==> src/rtl/hdb3_tx_sched.sv <==
// hdb3_tx_sched: frames payload bytes behind a sync byte as an MSB-first NRZ stream for an HDB3 encoder
// Ports: clk/rst (sync, active-high); start, abort, frame_len (0 = 256) control a frame;
// byte_in/byte_valid/byte_ready form the payload handshake; data_m is the serial bit;
// busy, frame_done, underrun_cnt report status.
module hdb3_tx_sched #(
  parameter logic [7:0] SYNC_WORD = 8'hE4,
  parameter logic [7:0] FILL_BYTE = 8'h55
) (
  input  logic       clk,
  input  logic       rst,
  input  logic       start,
  input  logic       abort,
  input  logic [7:0] frame_len,
  input  logic [7:0] byte_in,
  input  logic       byte_valid,
  output logic       byte_ready,
  output logic       data_m,
  output logic       busy,
  output logic       frame_done,
  output logic [7:0] underrun_cnt
);
  typedef enum logic [1:0] {IDLE, SYNC, PAYLOAD} state_t;
  state_t     state_q;
  logic [7:0] sr_q;
  logic [2:0] bit_q;
  logic [8:0] left_q;
  logic       data_m_q;
  logic       busy_q;
  logic       done_q;
  logic [7:0] ucnt_q;
  logic [7:0] load_byte;
  assign byte_ready   = (state_q != IDLE) && (bit_q == 3'd7) && (left_q != 9'd0) && !abort;
  assign load_byte    = byte_valid ? byte_in : FILL_BYTE;
  assign data_m       = data_m_q;
  assign busy         = busy_q;
  assign frame_done   = done_q;
  assign underrun_cnt = ucnt_q;
  always_ff @(posedge clk) begin
    if (rst) begin
      state_q  <= IDLE;
      sr_q     <= 8'd0;
      bit_q    <= 3'd0;
      left_q   <= 9'd0;
      data_m_q <= 1'b0;
      busy_q   <= 1'b0;
      done_q   <= 1'b0;
      ucnt_q   <= 8'd0;
    end else begin
      done_q <= 1'b0;
      if (abort) begin
        state_q  <= IDLE;
        sr_q     <= 8'd0;
        bit_q    <= 3'd0;
        left_q   <= 9'd0;
        data_m_q <= 1'b0;
        busy_q   <= 1'b0;
      end else if (state_q == IDLE) begin
        if (start) begin
          state_q  <= SYNC;
          sr_q     <= SYNC_WORD;
          data_m_q <= SYNC_WORD[7];
          bit_q    <= 3'd0;
          left_q   <= {frame_len == 8'd0, frame_len};
          busy_q   <= 1'b1;
        end
      end else if (bit_q != 3'd7) begin
        // data_m always mirrors sr_q[7], so the next bit out is sr_q[6]
        sr_q     <= {sr_q[6:0], 1'b0};
        data_m_q <= sr_q[6];
        bit_q    <= bit_q + 3'd1;
      end else if (left_q != 9'd0) begin
        state_q  <= PAYLOAD;
        sr_q     <= load_byte;
        data_m_q <= load_byte[7];
        bit_q    <= 3'd0;
        left_q   <= left_q - 9'd1;
        if (!byte_valid && ucnt_q != 8'hFF) ucnt_q <= ucnt_q + 8'd1;
      end else begin
        state_q  <= IDLE;
        sr_q     <= 8'd0;
        bit_q    <= 3'd0;
        data_m_q <= 1'b0;
        busy_q   <= 1'b0;
        done_q   <= 1'b1;
      end
    end
  end
endmodule

==> config.mk <==
export PLATFORM = sky130hd
export DESIGN_NAME = hdb3_tx_sched
export DESIGN_NICKNAME = d
export VERILOG_FILES = /design/src/rtl/hdb3_tx_sched.sv
export SDC_FILE = /design/constraint.sdc
export NUM_CORES = 1
export LEC_CHECK = 0
export BUFFER_PORTS_ARGS = -buffer_cell sky130_fd_sc_hd__clkbuf_2
export CORE_MARGIN = 2
export CORE_UTILIZATION = 49
export CTS_CLUSTER_DIAMETER = 60
export DETAILED_ROUTE_END_ITERATION = 10
export HOLD_SLACK_MARGIN = 0.15
export PLACE_DENSITY = 0.75
export SLEW_MARGIN = 10
export SYNTH_ARGS = -nofsm -noshare
export SYNTH_HDL_FRONTEND = slang
export SYNTH_SLANG_ARGS = --single-unit
==> constraint.sdc <==
create_clock -name clk -period 1.8 [get_ports clk]
set_input_delay 0.18 -clock clk [delete_from_list [all_inputs] [get_ports clk]]
set_output_delay 0.18 -clock clk [all_outputs]
set_load 0.05 [all_outputs]
**Yosys cells after proc, flatten, opt, wreduce, memory -nomap -nowiden**

Index checks and enable logic that the tools add are counted.

- $add $sub $neg: 3
- Equality and inequality tests: 6
- Muxes and demuxes: 24
- Bitwise operators: 3
- Reduce and logical (&&, ||, !) cells: 17

Operators by type and width:

| cell | count |
|---|---|
| two-way mux 9 bit | 4 |
| two-way mux 7 bit | 4 |
| two-way mux 3 bit | 3 |
| nonzero test 9 bit | 1 |
| subtractor 9 x 1 -> 9 bit, second input constant | 1 |
| adder 8 x 1 -> 8 bit, second input constant | 1 |
| logical NOT 8 bit | 1 |
| two-way mux 1 bit | 8 |
| two-way mux 2 bit | 4 |
| two-way mux 8 bit | 1 |
| != test 8 bit, second input constant | 1 |
| != test 2 bit, second input constant | 3 |
| AND reduction 3 bit | 2 |
| AND reduction 5 bit | 1 |
| logical AND 1 bit | 4 |
| nonzero test 2 bit | 2 |
| OR reduction 4 bit | 1 |
| adder 3 x 1 -> 3 bit, second input constant | 1 |
| == test 3 bit, second input constant | 1 |
| != test 3 bit, second input constant | 1 |
| inverter 1 bit | 3 |
| logical NOT 1 bit | 2 |
| logical NOT 2 bit | 1 |
| AND reduction 2 bit | 1 |
| OR reduction 2 bit | 1 |

- Register bits: 32
- Input bits: 21
- Output and inout port bits: 12
- Logic and storage cells: 61

**Longest topological paths before layout**

- Depth in word-level cells: 4
- Mapped depth: 7
- Gate-level depth less buffers: 6

**Worst setup path after synthesis**

No wires, ideal clock.

- Path type: register -> register
- Start point: register ucnt_q[0] (netlist: underrun_cnt[0])
- End point: register ucnt_q[4] (netlist: underrun_cnt[4])
- Arrival: 1829 ps
- Path slack: -149 ps
- Cell stages (with the launch flop): 6
- Period minus slack after synthesis: 1949 ps
- Path through: dfxtp_1 ha_1 nand3_1 o21ai_1 nor3_1 mux2_2

- Word-level cells in the longest chain between the ends: 3
- Elaborated cells on any way between the ends: 4
- Classes of those cells: add/sub (1); eq/ne (1); reduce/logical (2)

RTL lines:

| what | line | source |
|---|---|---|
| start, declared | 30 | `logic [7:0] ucnt_q;` |
| start signal, assigned | 77 | `if (!byte_valid && ucnt_q != 8'hFF) ucnt_q <= ucnt_q + 8'd1;` |
| branches (longest 3 deep; another with adder 8 x 1 -> 8 bit) | - |  |

Several ways; the timed one is not identified.
A chain may end at the register's enable or synchronous reset.

**Final worst setup path**

- Start point: register left_q[1]
- End point: output byte_ready

- Word-level cells in the longest chain between the ends: 3

RTL lines:

| what | line | source |
|---|---|---|
| start, declared | 26 | `logic [8:0] left_q;` |
| start signal, assigned | 63 | `left_q <= {frame_len == 8'd0, frame_len};` |
| start signal, assigned | 76 | `left_q <= left_q - 9'd1;` |
| nonzero test 9 bit | 32 | `assign byte_ready = (state_q != IDLE) && (bit_q == 3'd7) && (left_q != 9'd0) && !abort;` |
| logical AND 1 bit (2 in series) | 32 |  |
| end, declared | 16 | `output logic byte_ready,` |

No other way between the ends.

==> results.json <==
{
  "worstSetupPathType": "reg -> out",
  "drive_gt1_share_pct": 38.2,
  "fmax_mhz": 525,
  "synth_seq_cells": 32,
  "synth.distinct_cells": 48,
  "seq_area_um2": 648,
  "io-pin-count": 33,
  "synth.top_cell.area_share_pct": 37.3,
  "setup_viol": 4,
  "wl_per_cell_um": 14.6,
  "final_core_util_pct": 69.4,
  "avgSynthCellArea_um2": 8.21,
  "ir_drop_uv": 380,
  "hold_path.class": "in -> reg",
  "relSlewSlack_pct": 64.9,
  "post-route-drc-count": 0,
  "placement.io_buffers": 32,
  "ctsRootBufferMaster": "clkbuf_4",
  "r2r_cells": 8,
  "rows": 21,
  "via_per_inst": 5.87,
  "hold_depth": 2,
  "cts_made_buffers": 5,
  "syn_inst": 209,
  "drv_cap": 0,
  "totalWireLength_mm": 4.58,
  "antenna_found_initial": 0,
  "grt_pass1_wl_mm": 7.76,
  "place_ws_ps": -71.3,
  "cp.required_ps": 1620,
  "vias": 1837,
  "hold_ws_ps": 172,
  "diodes": 0,
  "die_x_um": 63.2,
  "outcome": "complete, but fails checks",
  "cts_buffer_depth": 2,
  "path_clk_slew_ps": 100,
  "cp.arrival_ps": 1720,
  "synth_flop_cell": "dfxtp_1",
  "cts_sinks": 32,
  "htree_num_levels": 2,
  "power_uw": 1410,
  "post-route-period-util_pct": 106,
  "syn-cell-area_mm2": 0.00172,
  "syn_nets": 234,
  "fin_crit_ps": 1900,
  "skew_ps": 7.05,
  "core_area_mm2": 0.00336,
  "fillers": 279,
  "cp-start-kind": "flip-flop",
  "path_max_fanout": 3,
  "worst_pin_slew_ps": 521,
  "syn_to_final_growth_pct": 36.0,
  "layout_setup_ws_ps": -103,
  "p_leak_uw": 0.000938,
  "die_h_um": 63.2,
  "gp_congestion": 0.802,
  "clk_latency_ps": 340,
  "synth-edff-count": 0,
  "power.density_mw_per_mm2": 602,
  "initial_core_util_pct": 51.0,
  "slew_violations": 0,
  "drt_iter0_markers": 190,
  "fin_setup_tns_ps": -169,
  "synth_async_sr_flop_share_pct": 0,
  "ant_nets": 0,
  "finalHoldViolCount": 0,
  "grt_max_degree": 18,
  "rsz0062_at_grt": "yes",
  "cts_tree": "done",
  "nets": 292,
  "grt_pass1_vias": 1712,
  "multi_input_area_mm2": 0.00112,
  "overflow": 0,
  "yosys_warnings": 0,
  "crit_path_end_kind": "output port",
  "yosys.area.top_type": "dfxtp_1",
  "synthTopCellsByArea": "dfxtp_1, a21oi_1, o21ai_0",
  "violations": "setup timing",
  "die-area_mm2": 0.00399,
  "dp_hpwl_mm": 3.05,
  "grt_use_total_pct": 24.4,
  "yosysSeqAreaShare_pct": 37.3,
  "dr.pass1.iters": 4
}
kinds of logic (layout without fill, tap and decap cells):
group | count (synthesis) | in the layout | share of synthesized area (%)
AOI/OAI and AO/OA | 73 | 73 | 26.5
adders and majority gates | 4 | 4 | 2.92
buffers and inverters | 19 | 77 | 4.96
DFF | 32 | 32 | 37.3
muxes | 2 | 2 | 1.31
and+or+nand+nor | 79 | 79 | 27.0
what timing repair did:
item,4_1_cts,5_1_grt
hold buffers,5,0
gates cloned,1,0
pin swaps,10,8
endpoints found under the setup margin,13,17
buffers inserted,4,1
hold endpoints to repair,5,0
gates resized for setup,27,15
critical path, stage by stage, from the launching register on:
cell and delay, ps:
dfxtp_2 350, inv_2 50, ha_4 150, nor4b_4 130
a211o_2 390, buf_6 130, inv_4 40, clkbuf_16 150
cells in the final DEF (no fill, tap or decap), drive strengths merged, types with 6 or more instances in the layout:
cell type,synthesis,final
clkbuf,8,38
buf,3,26
nand3b,6,6
nor3,6,6
inv,7,7
nor2,9,9
o21ai,18,18
dfxtp,32,32
nand3,8,8
a21oi,27,27
nand2b,6,6
nand2,14,14
worst paths after layout:
kind | slack [ps] | endpoint | start
worst max register to register | -30 | underrun_cnt[3] | left_q[1]
worst min-delay path | 170 | underrun_cnt[3] | rst
worst min register to register | 460 | sr_q[0] | sr_q[0]
worst max-delay path | -100 | byte_ready | left_q[1]
area by class of cell:
cell class / instances / share of cell area, %
multi-input combinational: 158 / 48.0
clock inverter: 1 / 0.214
inverter: 7 / 1.23
sequential: 32 / 27.8
timing repair buffer: 63 / 18.6
tap: 46 / 2.47
clock buffer: 6 / 1.77
power breakdown:
part | switching (µW) | internal (µW) | leakage (µW)
clock | 249 | 144 | 0.0000281
sequential | 17.1 | 726 | 0.000263
combinational | 147 | 123 | 0.000647
total | 413 | 992 | 0.000938
cell usage after synthesis, types with 5 or more instances:
cell	n
inv_1	7
o21ai_0	16
clkbuf_1	8
a31oi_1	5
dfxtp_1	32
nor2b_1	5
a21oi_1	27
nor2_1	9
nand2_1	14
nand3_1	8
nor3_1	6
nand3b_1	6
nand2b_1	6
state kept, by name, indices dropped and copies added, names as in the netlist:
register / flops
bit_q: 3
state_q: 2
data_m: 1
busy: 1
frame_done: 1
underrun_cnt: 8
sr_q: 7
left_q: 9
per-stage QoR:
step	cell area [µm²]	std cells
final	2330	313
after global routing	2330	313
after CTS	2280	312
after detailed placement	2040	295
after global placement	2040	295
after floorplan	1730	209
layer usage:
layer | global-route usage [%] | wire length, µm | vias to the layer above
li1 | - | - | 905
met1 | 31.6 | 2060 | 853
met2 | 38.3 | 2140 | 66
met3 | 5.71 | 269 | 13
met4 | 12.0 | 119 | 0
met5 | 0 | 0 | -
Power figures use the tool's default switching activity.
